`src/rtl/hsv_core_pkg.sv`:
```
`default_nettype none
// ============================================================================
// Package : hsv_core_pkg
// Brief   : Shared core types: ALU op payload and ALU scheduler state encoding.
// Rev     : 1.0  initial release
// ============================================================================
package hsv_core_pkg;

  typedef struct packed {
    logic [3:0]  op;
    logic [31:0] src_a;
    logic [31:0] src_b;
    logic [4:0]  rd;
  } alu_data_t;

  typedef enum logic [1:0] {
    RUN    = 2'd0,
    FLUSH  = 2'd1,
    DRAIN  = 2'd2,
    HALTED = 2'd3
  } alu_sched_state_t;

  // Width of a down-counter that must hold n-1; never narrower than one bit.
  function automatic int cnt_width(input int n);
    return (n > 1) ? $clog2(n) : 1;
  endfunction

endpackage
`default_nettype wire

```
`src/rtl/hsv_core_alu_sched.sv`:
```
`default_nettype none
// ============================================================================
// Module : hsv_core_alu_sched
// Brief  : ALU pipeline sequencer: admits issue ops, drives shared stall/flush,
//          tracks in-flight ops and arbitrates against debug halt/drain.
// Rev    : 1.0  initial release
// ============================================================================
module hsv_core_alu_sched
  import hsv_core_pkg::*;
#(
  parameter int PIPE_DEPTH = 3,
  parameter int FLUSH_CYC  = 2
) (
  input  logic                              clk_core,
  input  logic                              rst_core_n,
  input  logic                              flush_req,
  input  logic                              halt_req,
  output logic                              halt_ack,
  input  logic                              in_valid,
  output logic                              in_ready,
  input  alu_data_t                         in_alu_data,
  output logic                              alu_valid_o,
  output alu_data_t                         alu_data_o,
  output logic                              alu_stall,
  output logic                              alu_flush,
  input  logic                              res_valid,
  input  logic                              out_ready,
  output logic [$clog2(PIPE_DEPTH+1)-1:0]   in_flight
);

  localparam int                c_IF_W    = $clog2(PIPE_DEPTH + 1);
  localparam int                c_FC_W    = cnt_width(FLUSH_CYC);
  localparam logic [c_IF_W-1:0] c_DEPTH   = c_IF_W'(PIPE_DEPTH);
  localparam logic [c_IF_W-1:0] c_IF_ONE  = c_IF_W'(1);
  localparam logic [c_FC_W-1:0] c_FC_LOAD = c_FC_W'(FLUSH_CYC - 1);
  localparam logic [c_FC_W-1:0] c_FC_ONE  = c_FC_W'(1);

  alu_sched_state_t    r_state;
  alu_sched_state_t    w_state_nxt;
  logic [c_IF_W-1:0]   r_in_flight;
  logic [c_IF_W-1:0]   w_in_flight_nxt;
  logic [c_FC_W-1:0]   r_flush_cnt;
  logic [c_FC_W-1:0]   w_flush_cnt_nxt;
  logic                r_halt_ack;
  logic                w_halt_ack_nxt;
  logic                w_admit;
  logic                w_retire;

  // A result blocked at commit freezes every stage, first-stage capture included.
  assign alu_stall   = res_valid & ~out_ready;
  assign in_ready    = (r_state == RUN) & ~alu_stall & ~flush_req & ~halt_req
                     & (r_in_flight < c_DEPTH);
  assign w_admit     = in_valid & in_ready;
  assign w_retire    = res_valid & out_ready;
  assign alu_valid_o = w_admit;
  assign alu_data_o  = in_alu_data;
  assign alu_flush   = flush_req | (r_state == FLUSH);
  assign in_flight   = r_in_flight;
  assign halt_ack    = r_halt_ack;

  always_comb begin
    w_state_nxt     = r_state;
    w_flush_cnt_nxt = r_flush_cnt;
    w_halt_ack_nxt  = r_halt_ack;
    w_in_flight_nxt = r_in_flight;

    if (w_admit && !w_retire) begin
      w_in_flight_nxt = r_in_flight + c_IF_ONE;
    end else if (!w_admit && w_retire) begin
      w_in_flight_nxt = r_in_flight - c_IF_ONE;
    end

    // Flush outranks everything, including a stalled pipe and in-cycle admit/retire.
    if (flush_req) begin
      w_state_nxt     = FLUSH;
      w_flush_cnt_nxt = c_FC_LOAD;
      w_in_flight_nxt = '0;
      w_halt_ack_nxt  = 1'b0;
    end else begin
      case (r_state)
        RUN: begin
          if (halt_req) begin
            w_state_nxt = DRAIN;
          end
        end
        FLUSH: begin
          w_in_flight_nxt = '0;
          if (r_flush_cnt == '0) begin
            w_state_nxt = halt_req ? DRAIN : RUN;
          end else begin
            w_flush_cnt_nxt = r_flush_cnt - c_FC_ONE;
          end
        end
        DRAIN: begin
          if (!halt_req) begin
            w_state_nxt = RUN;
          end else if (w_in_flight_nxt == '0) begin
            w_state_nxt    = HALTED;
            w_halt_ack_nxt = 1'b1;
          end
        end
        HALTED: begin
          if (!halt_req) begin
            w_state_nxt    = RUN;
            w_halt_ack_nxt = 1'b0;
          end
        end
        default: begin
          w_state_nxt = RUN;
        end
      endcase
    end
  end

  always_ff @(posedge clk_core or negedge rst_core_n) begin
    if (!rst_core_n) begin
      r_state     <= RUN;
      r_in_flight <= '0;
      r_flush_cnt <= '0;
      r_halt_ack  <= 1'b0;
    end else begin
      r_state     <= w_state_nxt;
      r_in_flight <= w_in_flight_nxt;
      r_flush_cnt <= w_flush_cnt_nxt;
      r_halt_ack  <= w_halt_ack_nxt;
    end
  end

  a_in_flight_bound: assert property (@(posedge clk_core) disable iff (!rst_core_n)
    r_in_flight <= c_DEPTH);

  a_no_underflow: assert property (@(posedge clk_core) disable iff (!rst_core_n)
    !(w_retire && !w_admit && !flush_req && (r_state != FLUSH) && (r_in_flight == '0)));

  a_admit_only_in_run: assert property (@(posedge clk_core) disable iff (!rst_core_n)
    !(w_admit && (r_state != RUN)));

  a_halt_drained: assert property (@(posedge clk_core) disable iff (!rst_core_n)
    r_halt_ack |-> (r_in_flight == '0));

endmodule
`default_nettype wire

```
`config.mk`:
```
export PLATFORM = sky130hd
export DESIGN_NAME = hsv_core_alu_sched
export DESIGN_NICKNAME = d
export VERILOG_FILES = /design/src/rtl/hsv_core_pkg.sv /design/src/rtl/hsv_core_alu_sched.sv
export SDC_FILE = /design/constraint.sdc
export NUM_CORES = 1
export LEC_CHECK = 0
export BUFFER_PORTS_ARGS = -buffer_cell sky130_fd_sc_hd__buf_2
export CORE_AREA = 2 2 63 65
export DETAILED_ROUTE_END_ITERATION = 10
export DIE_AREA = 0 0 65 67
export PLACE_DENSITY = 0.86
export RECOVER_POWER = 25
export SYNTH_ARGS = -nofsm -noshare
export SYNTH_HDL_FRONTEND = slang
export SYNTH_SLANG_ARGS = --single-unit
```
`constraint.sdc`:
```
create_clock -name clk_core -period 4.01 [get_ports clk_core]
set_input_delay 0.2005 -clock clk_core [delete_from_list [all_inputs] [get_ports clk_core]]
set_output_delay 0.2005 -clock clk_core [all_outputs]
set_load 0.02 [all_outputs]
```
# Word level (Yosys, flattened, before mapping)
# Cells that the tools add are included.
dict set report word_totals {
  elab_cells 59
  ff_bits 6
  output_inout_bits 80
}
dict set report op_classes {
  n_eq_ne 9
  n_reduce_logical 10
  n_mux 20
  addsub 3
  n_bitwise 12
  magnitude_cmp 1
}
# operator count
set op_table {}
lappend op_table {{$mux W2} 11}
lappend op_table {{$ne A3 B3 Y1 const B} 5}
lappend op_table {{$pmux W2 S4} 1}
lappend op_table {{$reduce_and A4 Y1} 2}
lappend op_table {{$and A1 B1 Y1} 7}
lappend op_table {{$mux W1} 7}
lappend op_table {{$eq A2 B2 Y1 const B} 2}
lappend op_table {{$logic_not A2 Y1} 2}
lappend op_table {{$ne A4 B4 Y1 const B} 1}
lappend op_table {{$not A1 Y1} 4}
lappend op_table {{$reduce_bool A3 Y1} 1}
lappend op_table {{$add A2 B1 Y2 const B} 1}
lappend op_table {{$eq A2 B1 Y1 const B} 1}
lappend op_table {{$logic_and A1 B1 Y1} 2}
lappend op_table {{$logic_not A1 Y1} 2}
lappend op_table {{$lt A2 B2 Y1 const B} 1}
lappend op_table {{$pmux W1 S2} 1}
lappend op_table {{$reduce_bool A2 Y1} 1}
lappend op_table {{$sub A2 B1 Y2 const B} 1}
lappend op_table {{$or A1 B1 Y1} 1}
lappend op_table {{$sub A1 B1 Y1 const B} 1}

# Logic depth before layout (Yosys ltp)
dict set report depth {
  depth_word 17
  depth_mapped 5
  ltp_nobuf 5
}

# Worst setup path before layout
# No wires, ideal clock.
dict set report synth_path {
  kind {flip-flop to output port}
  startpoint {reg r_in_flight[0] (netlist: in_flight[0])}
  endpoint {out in_ready}
  path_slack_ps 2127
  t_arrival_ps 1682
  stages_incl_launch_ff 4
  n_path_buf 0
  path_cell_list {dfrtp_1 > ha_1 > or3_1 > nor4_1}
}
dict set report synth_between {
  elab_chain_len 2
}
# item line
set synth_rtl {}
lappend synth_rtl {{from (decl)} hsv_core_alu_sched.sv:40} ;# logic [c_IF_W-1:0] r_in_flight;
lappend synth_rtl {{from (signal assigned)} hsv_core_alu_sched.sv:123} ;# r_in_flight <= w_in_flight_nxt;
lappend synth_rtl {{$lt A2 B2 Y1} hsv_core_alu_sched.sv:52} ;# & (r_in_flight < c_DEPTH);
lappend synth_rtl {{$and A1 B1 Y1} hsv_core_alu_sched.sv:52}
lappend synth_rtl {{to (decl)} hsv_core_alu_sched.sv:20} ;# output logic in_ready,
# Every way passes these cells.

# Worst setup path after layout
# Same ends and word-level chain as after synthesis.

==> qor.yml <==
global_routing:
  antenna_found_initial: 0
  grt_max_degree: 8
  gr-total-overflow: 0
  grt_pass1_wl_mm: 2.201
  grtUsageTotal_pct: 7.283
  grt_pass1_vias: 481
finish:
  fin_util_pct: 15.58
  seq_area_um2: 150.1
  antennaDiodeCount: 0
  finalNetCount: 139
  layout-drive-gt1-share_pct: 37.50
  area_growth_pct: -39.81
  fill_cells: 402
  multi_input_area_um2: 212.7
sta:
  finalCritPeriodShare_pct: 44.61
  final_hold_viol_count: 0
  relSlewSlack_pct: 75.78
  setup_tns_ps: 0
  whs_ps: 216.4
  finalClockSkew_ps: 0.6657
  setup_viol: 0
  rsz0062_at_grt: "false"
  worstMarginPinSlew_ps: 360.2
  min_period_ps: 1789
  fmax_ghz: 0.5590
  slew_violations: 0
routing:
  drt-total-wl_mm: 1.436
  wl_per_cell_um: 13.81
  via_per_inst: 4.356
  dr_wl_met3_um: 242
  via_count: 453
  drtPass1Iterations: 3
  wl_met1_um: 339
  drt_first_iter_violations: 15
  maxUsedRoutingLayer: "met4"
  antenna_left: 0
  met2WireLength_um: 564
  drc_errors: 0
yosys:
  synth.top_cell.area_share_pct: 58.71
  synth.most_common_cell: "buf_4"
  yosysWarningCount: 0
  synth_cell_types: 24
  syn-num-nets: 193
  synth.area.top_cells: "buf_4, dfrtp_1, nor4b_4"
  synth.ff_latch_count: 6
  syn_inst: 112
  synth_area_leader_cell: "buf_4"
  synth_common_cells: "buf_4, dfrtp_1, inv_1, nor2_1"
  avgSynthCellArea_um2: 8.334
  synth_seq_area_share_pct: 16.09
  synthesis.area_um2: 933.4
  yosys_most_used_dff: "dfrtp_1"
  async_reset_ff_share_pct: 100.0
  synth_edf_count: 0
power_and_ir_drop:
  pwr-share-comb_pct: 19.8
  swShare_pct: 26.77
  power.density_mw_per_mm2: 359.2
  power.switching_w: 0.00005403
  p_int_w: 0.0001478
  pwr-share-seq_pct: 35.3
  ir_worst_vdd_mv: 0.06282
  p_leak_nw: 0.2661
  p_clk_share_pct: 44.8
clocking:
  cts-root-buf: "clkbuf_8"
  cts_setup_buffers: 0
  path_clk_slew_ps: 30
  clk_latency_ps: 220
  clock_sinks: 6
  clockBufferDepth: 2
  cts_buffers: 3
  htreeDepth: 1
  tritoncts: "yes"
  cts_hold_buf: 1
  ctsResizeCount: 0
floorplan:
  io_pins: 160
  die_w_um: 65
  start_util_pct: 25.88
  dieArea_mm2: 0.004355
  coreArea_mm2: 0.003606
  die_h_um: 67
  rows: 22
worst_setup_path:
  crit_required_ps: 3810
  cp-start-kind: "flop"
  path_cells: "ha_1, or3_1, nor4_1, buf_2"
  end_kind: "output port"
  worst-path-buf-inv: 1
  slowest_stage: "dfrtp_1"
  r2r_slack_ps: 2230
  critPathMaxFanout: 5
  criticalPathCategory: "reg -> out"
  crit_family: "simple AND/OR/NAND/NOR gates"
  cpPeakStageDelay_ps: 420
  cp_data_arrival_time_ps: 1590
worst_hold_path:
  hold_class: "in -> reg"
job:
  maxCapViolCount: 0
placement:
  numPortBuffers: 13
  dpl.hpwl_mm: 1.145
  finalWeightedCongestion: 0.7395
status:
  status: "completed"
==> path summary, 6_finish.rpt <==
| kind | startpoint | endpoint | cells past startpoint |
|---|---|---|---|
| max | in_flight[0] | in_ready | 4 |
| min | flush_req | halt_ack | 2 |
| max reg2reg | in_flight[0] | in_flight[1] | 5 |
| min reg2reg | r_flush_cnt | r_state[1] | 1 |
| max in group asynchronous | rst_core_n | in_flight[1] | 2 |
| min in group asynchronous | rst_core_n | halt_ack | 2 |
==> cells by family (layout without fill, tap and decap cells) <==
group                      count (synthesis)  count (layout)  share of synthesized area, %
DFF                                        6               6                         16.09
and+or+nand+nor                           13              13                         10.19
AOI/OAI and AO/OA                         10              10                         8.176
adders and majority gates                  2               2                         2.547
buffers and inverters                     79              23                         61.13
xor gates and xnor gates                   2               2                         1.877
==> worst reg2reg max path: cells and delay by family (launching register included) <==
kind	cells	cell delay, ps
AO/OA/AOI/OAI	1	260
AND/OR/NAND/NOR	2	420
flip-flops	1	420
adder cells (fa/ha/maj)	2	570
==> registers in the layout, summed over array words and instances, names as in the netlist <==
name,flops
r_state,2
r_flush_cnt,1
halt_ack,1
in_flight,2
==> power by group through the flow <==
stage | registers [W] | logic (W) | clock network, W
after CTS | 0.0000712 | 0.0000403 | 0.0000937
after global routing | 0.0000722 | 0.0000440 | 0.0000953
after floorplan | 0.0000727 | 0.000131 | 0
final | 0.0000713 | 0.0000400 | 0.0000905
after global placement | 0.0000715 | 0.0000387 | 0
after detailed placement | 0.0000721 | 0.0000392 | 0
==> placed cells by master (no fill, tap or decap) <==
cell and instances:
buf_2 13, inv_1 6, dfrtp_1 6, nor2_1 3
clkbuf_8 3, xnor2_1 2, a211oi_1 2, a21o_1 2
o31ai_1 2, nor2b_2 1, nand2_1 1, nand2b_1 1
nor4b_4 1, nand3b_2 1, and2_1 1, or3_1 1
nor4_1 1, maj3_2 1, a31oi_1 1, nand4_1 1
a221o_2 1, a311oi_1 1, nand3_1 1, a21oi_1 1
ha_1 1, dlygate4sd3_1 1
==> layout make-up <==
type / count / area share, %
Timing Repair Buffer: 14 / 13.36
Sequential cell: 6 / 26.73
Tap cell: 48 / 10.69
Inverter: 6 / 4.009
Clock buffer: 3 / 7.350
Multi-Input combinational cell: 27 / 37.86
==> metal layers <==
metal | vias to the layer above | track usage, %
met5 | - | 0
met4 | 0 | 17.82
met3 | 41 | 4.730
met2 | 34 | 8.763
met1 | 202 | 4.162
li1 | 176 | -
==> stage by stage <==
step | worst slack [ps] | std cells | area (µm²) | power [W]
after CTS | 2208 | 104 | 561.8 | 0.0002052
final | 2221 | 104 | 561.8 | 0.0002018
after global routing | 2097 | 104 | 561.8 | 0.0002115
after floorplan | 2127 | 112 | 933.4 | 0.0002036
after detailed placement | 2252 | 100 | 510.5 | 0.0001113
after global placement | 2348 | 100 | 510.5 | 0.0001103
No activity file was read; power rests on OpenSTA's default activity.
